## src/rtl/run_length_encoder.sv

```systemverilog
// run_length_encoder
//   Turns a streamed binary mask (one pixel per clock while pix_valid) into
//   run records {row, start column, end column} plus one end-of-line record
//   per row. Records pass through a small first-word-fall-through FIFO so the
//   downstream blob labeller can stall via run_ready.
//
// Ports
//   VGA_IN_DATA_CLK  pixel clock, rising edge
//   rst_n            asynchronous active-low reset
//   frame_start      pulse before the first row of a frame
//   line_start       pulse before the first pixel of each row
//   pix_valid        pix_mask carries an active pixel this cycle
//   pix_mask         mask value of the current pixel
//   run_valid        FIFO head is valid
//   run_ready        consumer accepts the head
//   run_start        start column of the head (all-ones for EOL)
//   run_end          inclusive end column of the head (all-ones for EOL)
//   run_row          row of the head record
//   run_eol          head is an end-of-line record
//   fifo_level       current FIFO occupancy
//   overflow         sticky: a record was lost to a full FIFO
//   row_trunc        sticky: a row hit MAX_RUNS
module run_length_encoder #(
  parameter int COL_W      = 11,
  parameter int ROW_W      = 11,
  parameter int WIDTH      = 1024,
  parameter int MAX_RUNS   = 512,
  parameter int MIN_RUN    = 1,
  parameter int FIFO_DEPTH = 16
) (
  input  logic                          VGA_IN_DATA_CLK,
  input  logic                          rst_n,
  input  logic                          frame_start,
  input  logic                          line_start,
  input  logic                          pix_valid,
  input  logic                          pix_mask,
  output logic                          run_valid,
  input  logic                          run_ready,
  output logic [COL_W-1:0]              run_start,
  output logic [COL_W-1:0]              run_end,
  output logic [ROW_W-1:0]              run_row,
  output logic                          run_eol,
  output logic [$clog2(FIFO_DEPTH):0]   fifo_level,
  output logic                          overflow,
  output logic                          row_trunc
);

  localparam int AW    = $clog2(FIFO_DEPTH);
  localparam int LW    = AW + 1;
  localparam int CNT_W = $clog2(MAX_RUNS + 1);
  localparam int REC_W = ROW_W + 2 * COL_W + 1;

  localparam logic [1:0] S_IDLE = 2'd0;
  localparam logic [1:0] S_GAP  = 2'd1;
  localparam logic [1:0] S_RUN  = 2'd2;
  localparam logic [1:0] S_EOL  = 2'd3;

  localparam logic [COL_W-1:0] END_MARK = '1;
  localparam logic [COL_W-1:0] LAST_COL = COL_W'(WIDTH - 1);
  localparam logic [COL_W:0]   MIN_LEN  = (COL_W + 1)'(MIN_RUN);
  localparam logic [CNT_W-1:0] RUN_CAP  = CNT_W'(MAX_RUNS);
  localparam logic [LW-1:0]    FULL_LVL = LW'(FIFO_DEPTH);

  logic [1:0]       state;
  logic [COL_W-1:0] col;
  logic [COL_W-1:0] start_col;
  logic [ROW_W-1:0] row;
  logic [CNT_W-1:0] run_cnt;

  logic [REC_W-1:0] mem [FIFO_DEPTH];
  logic [AW-1:0]    wr_ptr;
  logic [AW-1:0]    rd_ptr;
  logic [LW-1:0]    level;
  logic             overflow_flag;
  logic             trunc_flag;

  // Run-closing and push decisions for the current cycle
  logic             pixel_take;
  logic             last_pix;
  logic             close_run;
  logic [COL_W-1:0] close_start;
  logic [COL_W-1:0] close_end;
  logic [COL_W:0]   run_len;
  logic             len_ok;
  logic             push_run;
  logic             push_eol;
  logic             trunc_hit;
  logic             push;
  logic [REC_W-1:0] push_data;
  logic             pop;
  logic             full;
  logic             wr_en;
  logic             drop;
  logic [REC_W-1:0] head;

  always_comb begin
    pixel_take  = 1'b0;
    last_pix    = 1'b0;
    close_run   = 1'b0;
    close_start = start_col;
    close_end   = col - COL_W'(1);
    pixel_take  = pix_valid && (state == S_GAP || state == S_RUN);
    last_pix    = pixel_take && (col == LAST_COL);
    if (pixel_take && state == S_RUN && !pix_mask) begin
      close_run = 1'b1;
    end else if (last_pix && pix_mask) begin
      // A run still open on the last pixel closes at the row edge; a run
      // that starts there is a single pixel wide.
      close_run   = 1'b1;
      close_start = (state == S_RUN) ? start_col : col;
      close_end   = LAST_COL;
    end
    run_len = {1'b0, close_end} - {1'b0, close_start} + (COL_W + 1)'(1);
    len_ok  = run_len >= MIN_LEN;
    // frame_start and line_start both abandon whatever the FSM was doing
    push_run  = close_run && len_ok && (run_cnt < RUN_CAP) && !frame_start && !line_start;
    trunc_hit = close_run && len_ok && !(run_cnt < RUN_CAP) && !frame_start && !line_start;
    push_eol  = (state == S_EOL) && !frame_start && !line_start;
    push      = push_run || push_eol;
    if (push_eol) begin
      push_data = {row, END_MARK, END_MARK, 1'b1};
    end else begin
      push_data = {row, close_start, close_end, 1'b0};
    end
  end

  assign run_valid = (level != '0);
  assign full      = (level == FULL_LVL);
  assign pop       = run_valid && run_ready;
  // A push into a full FIFO still fits when the head leaves in the same cycle
  assign wr_en     = push && (!full || pop);
  assign drop      = push && full && !pop;

  always_ff @(posedge VGA_IN_DATA_CLK or negedge rst_n) begin
    if (!rst_n) begin
      state         <= S_IDLE;
      col           <= '0;
      start_col     <= '0;
      row           <= '0;
      run_cnt       <= '0;
      wr_ptr        <= '0;
      rd_ptr        <= '0;
      level         <= '0;
      overflow_flag <= 1'b0;
      trunc_flag    <= 1'b0;
    end else begin
      if (frame_start) begin
        state <= S_IDLE;
        row   <= '0;
      end else if (line_start) begin
        state   <= S_GAP;
        col     <= '0;
        run_cnt <= '0;
      end else begin
        case (state)
          S_GAP, S_RUN: begin
            if (pix_valid) begin
              col <= col + COL_W'(1);
              if (last_pix) begin
                state <= S_EOL;
              end else if (state == S_GAP && pix_mask) begin
                state     <= S_RUN;
                start_col <= col;
              end else if (state == S_RUN && !pix_mask) begin
                state <= S_GAP;
              end
            end
          end
          S_EOL: begin
            row   <= row + ROW_W'(1);
            state <= S_IDLE;
          end
          default: state <= S_IDLE;
        endcase
      end

      if (push_run) begin
        run_cnt <= run_cnt + CNT_W'(1);
      end

      if (frame_start) begin
        overflow_flag <= 1'b0;
        trunc_flag    <= 1'b0;
      end else begin
        if (drop) begin
          overflow_flag <= 1'b1;
        end
        if (trunc_hit) begin
          trunc_flag <= 1'b1;
        end
      end

      if (wr_en) begin
        wr_ptr <= wr_ptr + AW'(1);
      end
      if (pop) begin
        rd_ptr <= rd_ptr + AW'(1);
      end
      case ({wr_en, pop})
        2'b10:   level <= level + LW'(1);
        2'b01:   level <= level - LW'(1);
        default: level <= level;
      endcase
    end
  end

  // Storage needs no reset; the head is masked to zero while empty.
  always_ff @(posedge VGA_IN_DATA_CLK) begin
    if (wr_en) begin
      mem[wr_ptr] <= push_data;
    end
  end

  assign head       = mem[rd_ptr];
  assign run_row    = run_valid ? head[REC_W-1 -: ROW_W] : '0;
  assign run_start  = run_valid ? head[2*COL_W -: COL_W] : '0;
  assign run_end    = run_valid ? head[COL_W -: COL_W] : '0;
  assign run_eol    = run_valid ? head[0] : 1'b0;
  assign fifo_level = level;
  assign overflow   = overflow_flag;
  assign row_trunc  = trunc_flag;

endmodule

```

## config.mk

```make
export PLATFORM = sky130hd
export DESIGN_NAME = run_length_encoder
export DESIGN_NICKNAME = d
export VERILOG_FILES = /design/src/rtl/run_length_encoder.sv
export SDC_FILE = /design/constraint.sdc
export NUM_CORES = 1
export LEC_CHECK = 0
export CAP_MARGIN = 20
export CORE_ASPECT_RATIO = 2
export CORE_MARGIN = 2
export CORE_UTILIZATION = 45
export DETAILED_ROUTE_END_ITERATION = 12
export GPL_TIMING_DRIVEN = 0
export SYNTH_ARGS = -nofsm -noshare
export SYNTH_HDL_FRONTEND = slang
export SYNTH_SLANG_ARGS = --single-unit
export TNS_END_PERCENT = 50
```

## constraint.sdc

```tcl
create_clock -name VGA_IN_DATA_CLK -period 9.1 [get_ports VGA_IN_DATA_CLK]
set_input_delay 1.82 -clock VGA_IN_DATA_CLK [delete_from_list [all_inputs] [get_ports VGA_IN_DATA_CLK]]
set_output_delay 1.82 -clock VGA_IN_DATA_CLK [all_outputs]
set_load 0.05 [all_outputs]
```

==> parameters.txt, run 1 <==
Parameter                              Value

Cells and area
  Nets@finish ... 1468
  Number of antenna cells inserted ... 0
  Total area of sequential cells ... 0.0178 mm2
  Post-Layout Cell Count ... 2138
  Area of the multi-input gates ... 0.00676 mm2
  Layout overhead on the synthesized area ... 15.1%
  Fraction of final layout cells with drive strength greater than 1 ... 0.235
  Filler cells ... 4375

STA
  Pin slew with the least headroom to its limit ... 1.04 ns
  Max Clock Skew ... 0.0153 ns
  RSZ-0062 raised after global routing ... no
  Max_slew headroom ... 0.310
  Final slew viol count ... 0
  Share of the clock period used by the worst path after layout ... 0.869
  Final Setup Violations ... 0
  Fmax ... 126 MHz
  Final critical path time including I/O delays and setup ... 7.91 ns
  Number of hold-slack violations in the final timing report ... 0

Yosys
  Syn Nets ... 1311
  Dominant cell type by area after synthesis ... sky130_fd_sc_hd__edfxtp_1
  Most instantiated library cell after synthesis ... sky130_fd_sc_hd__edfxtp_1
  FFs w/ async S/R, synth ... 0.0993
  Area of the mapped netlist ... 0.0248 mm2
  Top cells by count, synth ... 544 x sky130_fd_sc_hd__edfxtp_1, 170 x sky130_fd_sc_hd__mux4_2, 60 x sky130_fd_sc_hd__dfrtp_1
  Count of mapped cells out of synthesis ... 1268
  Fraction of synthesized cell area taken by the top area cell type ... 0.657
  Synthesis-stage register bit count ... 604
  Ys flop type ... sky130_fd_sc_hd__edfxtp_1
  Leading cell types by total area after synthesis ... sky130_fd_sc_hd__edfxtp_1 66%, sky130_fd_sc_hd__mux4_2 15%, sky130_fd_sc_hd__dfrtp_1 6.0%, sky130_fd_sc_hd__ha_1 1.8%, sky130_fd_sc_hd__nor2b_1 1.0%
  Count of unique library cells instantiated by Yosys ... 66
  Total number of yosys warnings ... 0
  Sequential fraction of the synthesis area ... 0.718
  Count of flip-flops with a built-in enable after synthesis ... 544
  Mean cell area of the mapped netlist ... 19.6 um2

Drt
  Drt first pass iters ... 5
  WL/cell ... 27.6 um
  First-iteration detailed-routing DRC count ... 976
  Wire length reported by the detailed router ... 59000 um
  DRC violation count after routing ... 0
  Number of nets still failing antenna checks after routing ... 0
  Vias/cell ... 5.85
  DR vias ... 12500

Pwr
  Design internal power ... 0.00527 W
  Switching pwr ... 0.00244 W
  Clock group share of total power ... 0.276
  Cell area power density ... 270 mW/mm2
  Static leakage ... 9.77 nW
  Sum of internal, switching and leakage power ... 0.00771 W
  Max rail drop VDD ... 0.220 mV
  Switch share ... 0.317
  Relative contribution of combinational cells to total power ... 0.326
  Seq pwr share ... 0.398

Clock tree
  Total of hold buffers inserted after clock tree synthesis ... 0
  TritonCTS clock tree ... yes
  # H-tree levels ... 2
  Sinks on the clock net ... 604
  Clock transition at the registers of the reported paths ... 0.07 ns
  Quantity of gates resized following cts ... 0
  Clock tree buffer depth ... 3
  Count of buffers added by post-CTS timing repair for setup ... 0
  Clock Root Buffer ... sky130_fd_sc_hd__clkbuf_16
  Clock latency reported for the late side of the worst-skew pair ... 0.58 ns
  Clock buffers created by TritonCTS ... 51

Floorplanning
  Core ar. ... 0.0545 mm2
  Row count ... 121
  I/O pin total ... 49
  Floorplan die height ... 336 um
  Full die area ... 0.0572 mm2
  Die width ... 170 um
  Initial core utilization ... 0.456

Worst setup path
  Reg-to-reg startpoint ... state[0]$_DFFE_PN0P_
  Kind of end point of the critical path ... flip-flop
  Depth of the worst register-to-register path ... 26
  Required time at the endpoint of the critical path ... 9.57 ns
  Slack of the worst reg-to-reg path ... 2.05 ns
  Crit Reg-Reg Endpoint ... fifo_level[4]$_DFFE_PN0P_
  Type of the worst setup path ... in2reg
  Startpoint types ... primary input
  Worst path arrival time ... 8.38 ns
  Largest fanout on the critical path ... 10

Placement
  DP HPWL ... 41000 um
  Post-Place Cells ... 2039
  Final RePlAce weighted congestion ... 0.914
  Buffers added on ports ... 47

Min path
  Endpoint with the worst hold slack ... start_col[0]$_DFFE_PN0P_
  Start point of the worst hold path ... start_col[0]$_DFFE_PN0P_
  Class of the tightest hold or removal check ... reg2reg
  Hold Path Cell Cnt ... 2

GRT
  Largest net degree at the start of global routing ... 61
  Aggregate global-route resource usage ... 0.214
  Global-route wire length before repair ... 87600 um
  Grt ovf ... 0
  Number of antenna violations at the first check in global routing ... 0
  Vias in the first global route ... 13300

Status
  Result of the run ... finished, final reports clean

Run
  Number of max-cap violations ... 0
-- layout make-up --
| class | instances | area share |
|---|---|---|
| Buffer | 66 | 0.00954 |
| Inverter | 19 | 0.00249 |
| Clock inverter | 21 | 0.00635 |
| Sequential cell | 604 | 0.624 |
| Multi-Input combinational cell | 579 | 0.236 |
| Timing Repair Buffer | 104 | 0.0425 |
| Clock buffer | 69 | 0.0492 |
| Tap cell | 676 | 0.0296 |
-- worst max-delay path by stage --
stage | from | end | slack (ns)
2_1_floorplan | pix_valid | mem[0][0]$_DFFE_PP_ | -0.07
3_3_place_gp | pix_valid | mem[2][17]$_DFFE_PP_ | -6.79
3_5_place_dp | pix_valid | fifo_level[4]$_DFFE_PN0P_ | 0.50
4_1_cts | pix_valid | fifo_level[4]$_DFFE_PN0P_ | 1.12
5_1_grt | pix_valid | fifo_level[4]$_DFFE_PN0P_ | 0.77
6_report | pix_valid | fifo_level[4]$_DFFE_PN0P_ | 1.19
-- cells in the final DEF (no fill, tap or decap), types with 13 or more instances in the layout --
| cell type | n |
|---|---|
| sky130_fd_sc_hd__nor2_1 | 54 |
| sky130_fd_sc_hd__ha_1 | 35 |
| sky130_fd_sc_hd__buf_1 | 15 |
| sky130_fd_sc_hd__clkbuf_16 | 53 |
| sky130_fd_sc_hd__xnor2_1 | 13 |
| sky130_fd_sc_hd__nor2b_1 | 41 |
| sky130_fd_sc_hd__edfxtp_1 | 544 |
| sky130_fd_sc_hd__nand4_1 | 13 |
| sky130_fd_sc_hd__o21ai_0 | 15 |
| sky130_fd_sc_hd__o21ai_1 | 14 |
| sky130_fd_sc_hd__buf_6 | 15 |
| sky130_fd_sc_hd__xor2_1 | 29 |
| sky130_fd_sc_hd__dfrtp_1 | 60 |
| sky130_fd_sc_hd__nand2b_1 | 21 |
| sky130_fd_sc_hd__nand3_1 | 14 |
| sky130_fd_sc_hd__inv_1 | 19 |
| sky130_fd_sc_hd__clkdlybuf4s50_1 | 46 |
| sky130_fd_sc_hd__buf_8 | 17 |
| sky130_fd_sc_hd__nand2_1 | 36 |
| sky130_fd_sc_hd__clkbuf_1 | 54 |
| sky130_fd_sc_hd__buf_4 | 19 |
| sky130_fd_sc_hd__mux4_2 | 170 |
-- power groups by stage --
stage	clock (W)	combinational, W	sequential [W]
after global placement	0	0.00246	0.00313
after global routing	0.00226	0.00266	0.00307
final	0.00213	0.00251	0.00307
after detailed placement	0	0.00251	0.00313
after floorplan	0	0.00168	0.00316
after CTS	0.00217	0.00251	0.00307
-- metrics by stage --
| step | setup slack, ns | utilization | cell area, um2 | TNS [ns] | hold WS [ns] |
|---|---|---|---|---|---|
| after floorplan | -0.0696 | - | 24900 | -7.10 | 0.446 |
| after detailed placement | 0.500 | 0.493 | 26900 | 0 | 0.472 |
| after global routing | 0.767 | 0.524 | 28600 | 0 | 0.529 |
| final | 1.19 | 0.524 | 28600 | 0 | 0.483 |
| after global placement | -6.79 | 0.480 | 26200 | -1536.65 | 0.460 |
| after CTS | 1.12 | 0.522 | 28500 | 0 | 0.487 |
-- state kept, by name, summed over array words and instances (netlist names) --
name / count
col: 11
rd_ptr: 4
state: 2
row: 11
row_trunc: 1
wr_ptr: 4
overflow: 1
mem: 544
start_col: 11
fifo_level: 5
run_cnt: 10
-- worst max-delay path, stage by stage --
cell and delay (ns):
sky130_fd_sc_hd__clkdlybuf4s50_1 0.51, sky130_fd_sc_hd__nand2b_1 0.17, sky130_fd_sc_hd__nor4_2 0.61, sky130_fd_sc_hd__nor4bb_1 0.30, sky130_fd_sc_hd__clkbuf_1 0.41, sky130_fd_sc_hd__clkbuf_1 0.40, sky130_fd_sc_hd__mux2i_1 0.35, sky130_fd_sc_hd__ha_1 0.20
sky130_fd_sc_hd__ha_1 0.17, sky130_fd_sc_hd__inv_1 0.06, sky130_fd_sc_hd__fa_1 0.46, sky130_fd_sc_hd__nand2b_1 0.18, sky130_fd_sc_hd__a211oi_1 0.32, sky130_fd_sc_hd__o31ai_1 0.11, sky130_fd_sc_hd__a2bb2oi_1 0.21, sky130_fd_sc_hd__or4b_4 0.53
sky130_fd_sc_hd__o21bai_4 0.22, sky130_fd_sc_hd__nand2_2 0.14, sky130_fd_sc_hd__nor2_2 0.17, sky130_fd_sc_hd__xor2_1 0.09, sky130_fd_sc_hd__ha_1 0.23, sky130_fd_sc_hd__o31a_1 0.26, sky130_fd_sc_hd__nor4_1 0.16, sky130_fd_sc_hd__a21oi_1 0.12
sky130_fd_sc_hd__xnor2_1 0.13
-- kinds of logic (layout without fill, tap and decap cells) --
group,count (synthesis),after routing,share of synthesized area
flip-flops,604,604,0.718
AND/OR/NAND/NOR,241,241,0.0533
multiplexers,185,185,0.161
buffers and inverters,85,279,0.0138
AO/OA/AOI/OAI,75,75,0.0208
XOR/XNOR,42,42,0.0148
adder cells (fa/ha/maj),36,36,0.0184
-- metal layers --
layer  share of wire  GRT usage  up-vias
li1                -          -     5446
met1            0.36      0.248     6651
met2            0.57      0.410      318
met3           0.038     0.0213       86
met4           0.030     0.0715        0
met5               0          0        -
Power figures use the tool's default switching activity.
==> run 2: changes to the inputs <==
ABC_AREA = 1   (was unset)
==> parameters.txt, run 2 <==
Parameter                              Value

Status
  Result of the run ... finished, final reports clean

Worst setup path
  Crit Reg-Reg Endpoint ... mem[15][4]$_DFFE_PP_
  Kind of end point of the critical path ... flip-flop
  Slack of the worst reg-to-reg path ... 2.77 ns (+0.72 ns)
  Longest individual stage delay on the worst path ... 0.81 ns (+0.20 ns)
  Capture point of the critical path ... mem[15][4]$_DFFE_PP_
  Depth of the worst register-to-register path ... 30 (+15%)
  Critical path depth in cells ... 28 (+12%)
  Reg-to-reg startpoint ... col[0]$_DFFE_PN0P_
  Required time at the endpoint of the critical path ... 9.38 ns (-0.19 ns)
  Largest delay contributor family on the critical path ... simple AND/OR/NAND/NOR gates
  Most prevalent standard cell on the critical path ... sky130_fd_sc_hd__inv_1
  Highest-delay cell along the critical path ... sky130_fd_sc_hd__nor2_4
  Largest fanout on the critical path ... 18 (+8)
  Worst path arrival time ... 7.51 ns (-0.87 ns)
  Type of the worst setup path ... in2reg
  CP Buf/Inv Count ... 8 (+4)
  Startpoint types ... primary input
  Critical path startpoint ... pix_valid

Clock tree
  Clock buffers created by TritonCTS ... 53 (+3.9%)
  Clock tree buffer depth ... 3 (unchanged)
  Total of hold buffers inserted after clock tree synthesis ... 0 (unchanged)
  Clock latency reported for the late side of the worst-skew pair ... 0.62 ns (+0.04 ns)
  Clock transition at the registers of the reported paths ... 0.06 ns (about the same)
  Count of buffers added by post-CTS timing repair for setup ... 0 (unchanged)
  Quantity of gates resized following cts ... 0 (unchanged)
  Clock Root Buffer ... sky130_fd_sc_hd__clkbuf_16
  Sinks on the clock net ... 604 (unchanged)
  # H-tree levels ... 2 (unchanged)
  TritonCTS clock tree ... yes

STA
  Fmax ... 138 MHz (+9.4%)
  Max Clock Skew ... 0.0361 ns (+0.0208 ns)
  Setup Total Neg Slack ... 0 ns (unchanged)
  Final critical path time including I/O delays and setup ... 7.23 ns (-0.681 ns)
  Max_slew headroom ... 0.270 (-0.0396)
  Number of hold-slack violations in the final timing report ... 0 (unchanged)
  Final slew viol count ... 0 (unchanged)
  RSZ-0062 raised after global routing ... no
  Pin slew with the least headroom to its limit ... 1.09 ns (+0.0594 ns)
  Share of the clock period used by the worst path after layout ... 0.795 (-0.0748)
  Final Setup Violations ... 0 (unchanged)

Cells and area
  Number of flip-flops under the largest register name ... 544 (unchanged)
  Final design utilization ... 0.522 (-0.00240)
  Register containing the most flip-flops in the final layout ... mem
  Fraction of final layout cells with drive strength greater than 1 ... 0.0698 (-0.165)
  Commonest non-fill, non-tap cell in the layout ... sky130_fd_sc_hd__edfxtp_1
  Commonest non-fill, non-tap cells in the layout ... 544 x sky130_fd_sc_hd__edfxtp_1, 350 x sky130_fd_sc_hd__nor2_1, 328 x sky130_fd_sc_hd__o21ai_0
  Number of antenna cells inserted ... 0 (unchanged)
  Nets@finish ... 2247 (+53%)
  Layout overhead on the synthesized area ... 15.2%

Floorplanning
  Initial core utilization ... 0.453 (-0.00272)
  I/O pin total ... 49 (unchanged)
  Full die area ... 0.0583 mm2 (+1.9%)
  Floorplan die height ... 339 um (+0.93%)
  Row count ... 123 (+1.7%)
  Core ar. ... 0.0559 mm2 (+2.5%)
  Die width ... 172 um (+0.92%)

Drt
  WL/cell ... 25.7 um (-6.7%)
  Number of nets still failing antenna checks after routing ... 0 (unchanged)
  Vias/cell ... 5.91 (+1.0%)
  Wire length reported by the detailed router ... 77200 um (+31%)
  DR vias ... 17700 (+42%)
  First-iteration detailed-routing DRC count ... 1827 (+87%)
  Drt first pass iters ... 5 (unchanged)
  DRC violation count after routing ... 0 (unchanged)

Yosys
  Total number of yosys warnings ... 0 (unchanged)
  Top cells by count, synth ... 544 x sky130_fd_sc_hd__edfxtp_1, 366 x sky130_fd_sc_hd__nor2_1, 328 x sky130_fd_sc_hd__o21ai_0
  Dominant cell type by area after synthesis ... sky130_fd_sc_hd__edfxtp_1
  Most instantiated library cell after synthesis ... sky130_fd_sc_hd__edfxtp_1
  Sequential fraction of the synthesis area ... 0.705 (-0.0133)
  Syn Nets ... 2127 (+62%)
  Count of unique library cells instantiated by Yosys ... 45 (-32%)
  Count of flip-flops with a built-in enable after synthesis ... 544 (unchanged)
  Synthesis-stage register bit count ... 604 (unchanged)
  FFs w/ async S/R, synth ... 0.0993 (unchanged)
  Leading cell types by total area after synthesis ... sky130_fd_sc_hd__edfxtp_1 65%, sky130_fd_sc_hd__o21ai_0 6.5%, sky130_fd_sc_hd__dfrtp_1 5.9%, sky130_fd_sc_hd__nor2_1 5.4%, sky130_fd_sc_hd__o221ai_1 3.6%
  Count of mapped cells out of synthesis ... 2084 (+64%)
  Mean cell area of the mapped netlist ... 12.1 um2 (-38%)
  Fraction of synthesized cell area taken by the top area cell type ... 0.645 (-0.0122)
  Ys flop type ... sky130_fd_sc_hd__edfxtp_1
  Area of the mapped netlist ... 0.0253 mm2 (+1.9%)

Placement
  Buffers added on ports ... 48 (+2.1%)
  DP HPWL ... 51200 um (+25%)
  Final RePlAce weighted congestion ... 0.839 (-8.2%)

GRT
  Aggregate global-route resource usage ... 0.266 (+0.0518)
  Number of antenna violations at the first check in global routing ... 0 (unchanged)
  Vias in the first global route ... 17200 (+30%)
  Grt ovf ... 0 (unchanged)
  Global-route wire length before repair ... 113000 um (+29%)
  Largest net degree at the start of global routing ... 56 (-8.2%)

Min path
  Hold Path Cell Cnt ... 2 (unchanged)
  Start point of the worst hold path ... start_col[5]$_DFFE_PN0P_
  Class of the tightest hold or removal check ... reg2reg

Run
  Number of max-cap violations ... 0 (unchanged)

Pwr
  Switching pwr ... 0.00406 W (+66%)
  Switch share ... 0.417 (+0.100)
  Static leakage ... 10.0 nW (+2.7%)
  Design internal power ... 0.00568 W (+7.8%)
  Cell area power density ... 334 mW/mm2 (+24%)
  Seq pwr share ... 0.324 (-0.074)
  Relative contribution of combinational cells to total power ... 0.417 (+0.091)
  Clock group share of total power ... 0.260 (-0.016)
  Max rail drop VDD ... 0.320 mV (+45%)
run 2: cell count changes after synthesis, sizes merged, moves of 81 or more:
cell    previous run  this run
nand3             14        95
o221ai             2       104
mux4             170         0
o21ai             30       329
nor2              55       368
nand2             37       162
run 2: tightest hold or removal path: stages (launching register included):
cell	delay, ns
sky130_fd_sc_hd__dfrtp_1	0.34
sky130_fd_sc_hd__nand2_1	0.05
sky130_fd_sc_hd__o21ai_0	0.06
run 2: worst min-delay path by stage:
stage,endpoint,slack [ns]
2_1_floorplan,start_col[4]$_DFFE_PN0P_,0.45
3_3_place_gp,start_col[6]$_DFFE_PN0P_,0.46
3_5_place_dp,start_col[5]$_DFFE_PN0P_,0.47
4_1_cts,start_col[5]$_DFFE_PN0P_,0.48
5_1_grt,row_trunc$_DFFE_PN0P_,0.51
6_report,start_col[5]$_DFFE_PN0P_,0.49
run 2: area by class of cell:
class                      instances  area, um2
fill                            4852      26700
sequential                       604      17800
multi-input combinational       1256       6740
clock buffer                      58       1350
tap                              750        938
timing repair buffer              65        848
clock inverter                    42        599
buffer                           123        478
inverter                         101        380
run 2: routing by layer:
layer / track usage / vias up / share of wire
li1: - / 7906 / -
met1: 0.358 / 8804 / 0.40
met2: 0.446 / 843 / 0.49
met3: 0.0308 / 157 / 0.073
met4: 0.0920 / 0 / 0.039
met5: 0 / - / 0
run 2: cells by family after synthesis:
kind of cell | count (synthesis) | share of synthesized area
fa+ha+maj | 36 | 0.0181
flops | 604 | 0.705
compound gates | 538 | 0.125
simple gates | 667 | 0.113
buf+inv | 224 | 0.0339
xor+xnor | 15 | 0.00549
run 2: through the flow:
stage | cells | hold slack, ns | setup slack [ns] | power (W) | cell area [um2]
5_1_grt | 2999 | 0.508 | 1.42 | 0.0101 | 29200
2_1_floorplan | 2084 | 0.446 | 2.49 | 0.00566 | 25300
3_3_place_gp | 2882 | 0.461 | -1.01 | 0.00717 | 26700
6_report | 2999 | 0.486 | 1.87 | 0.00974 | 29200
3_5_place_dp | 2899 | 0.467 | 1.29 | 0.00721 | 27200
4_1_cts | 2999 | 0.483 | 1.88 | 0.00972 | 29200
run 2: power groups by stage:
stage	Combinational, W	Clock, W	Sequential, W
5_1_grt	0.00432	0.00263	0.00316
3_3_place_gp	0.00396	0	0.00321
3_5_place_dp	0.00400	0	0.00321
2_1_floorplan	0.00242	0	0.00324
6_report	0.00406	0.00253	0.00315
4_1_cts	0.00402	0.00254	0.00315
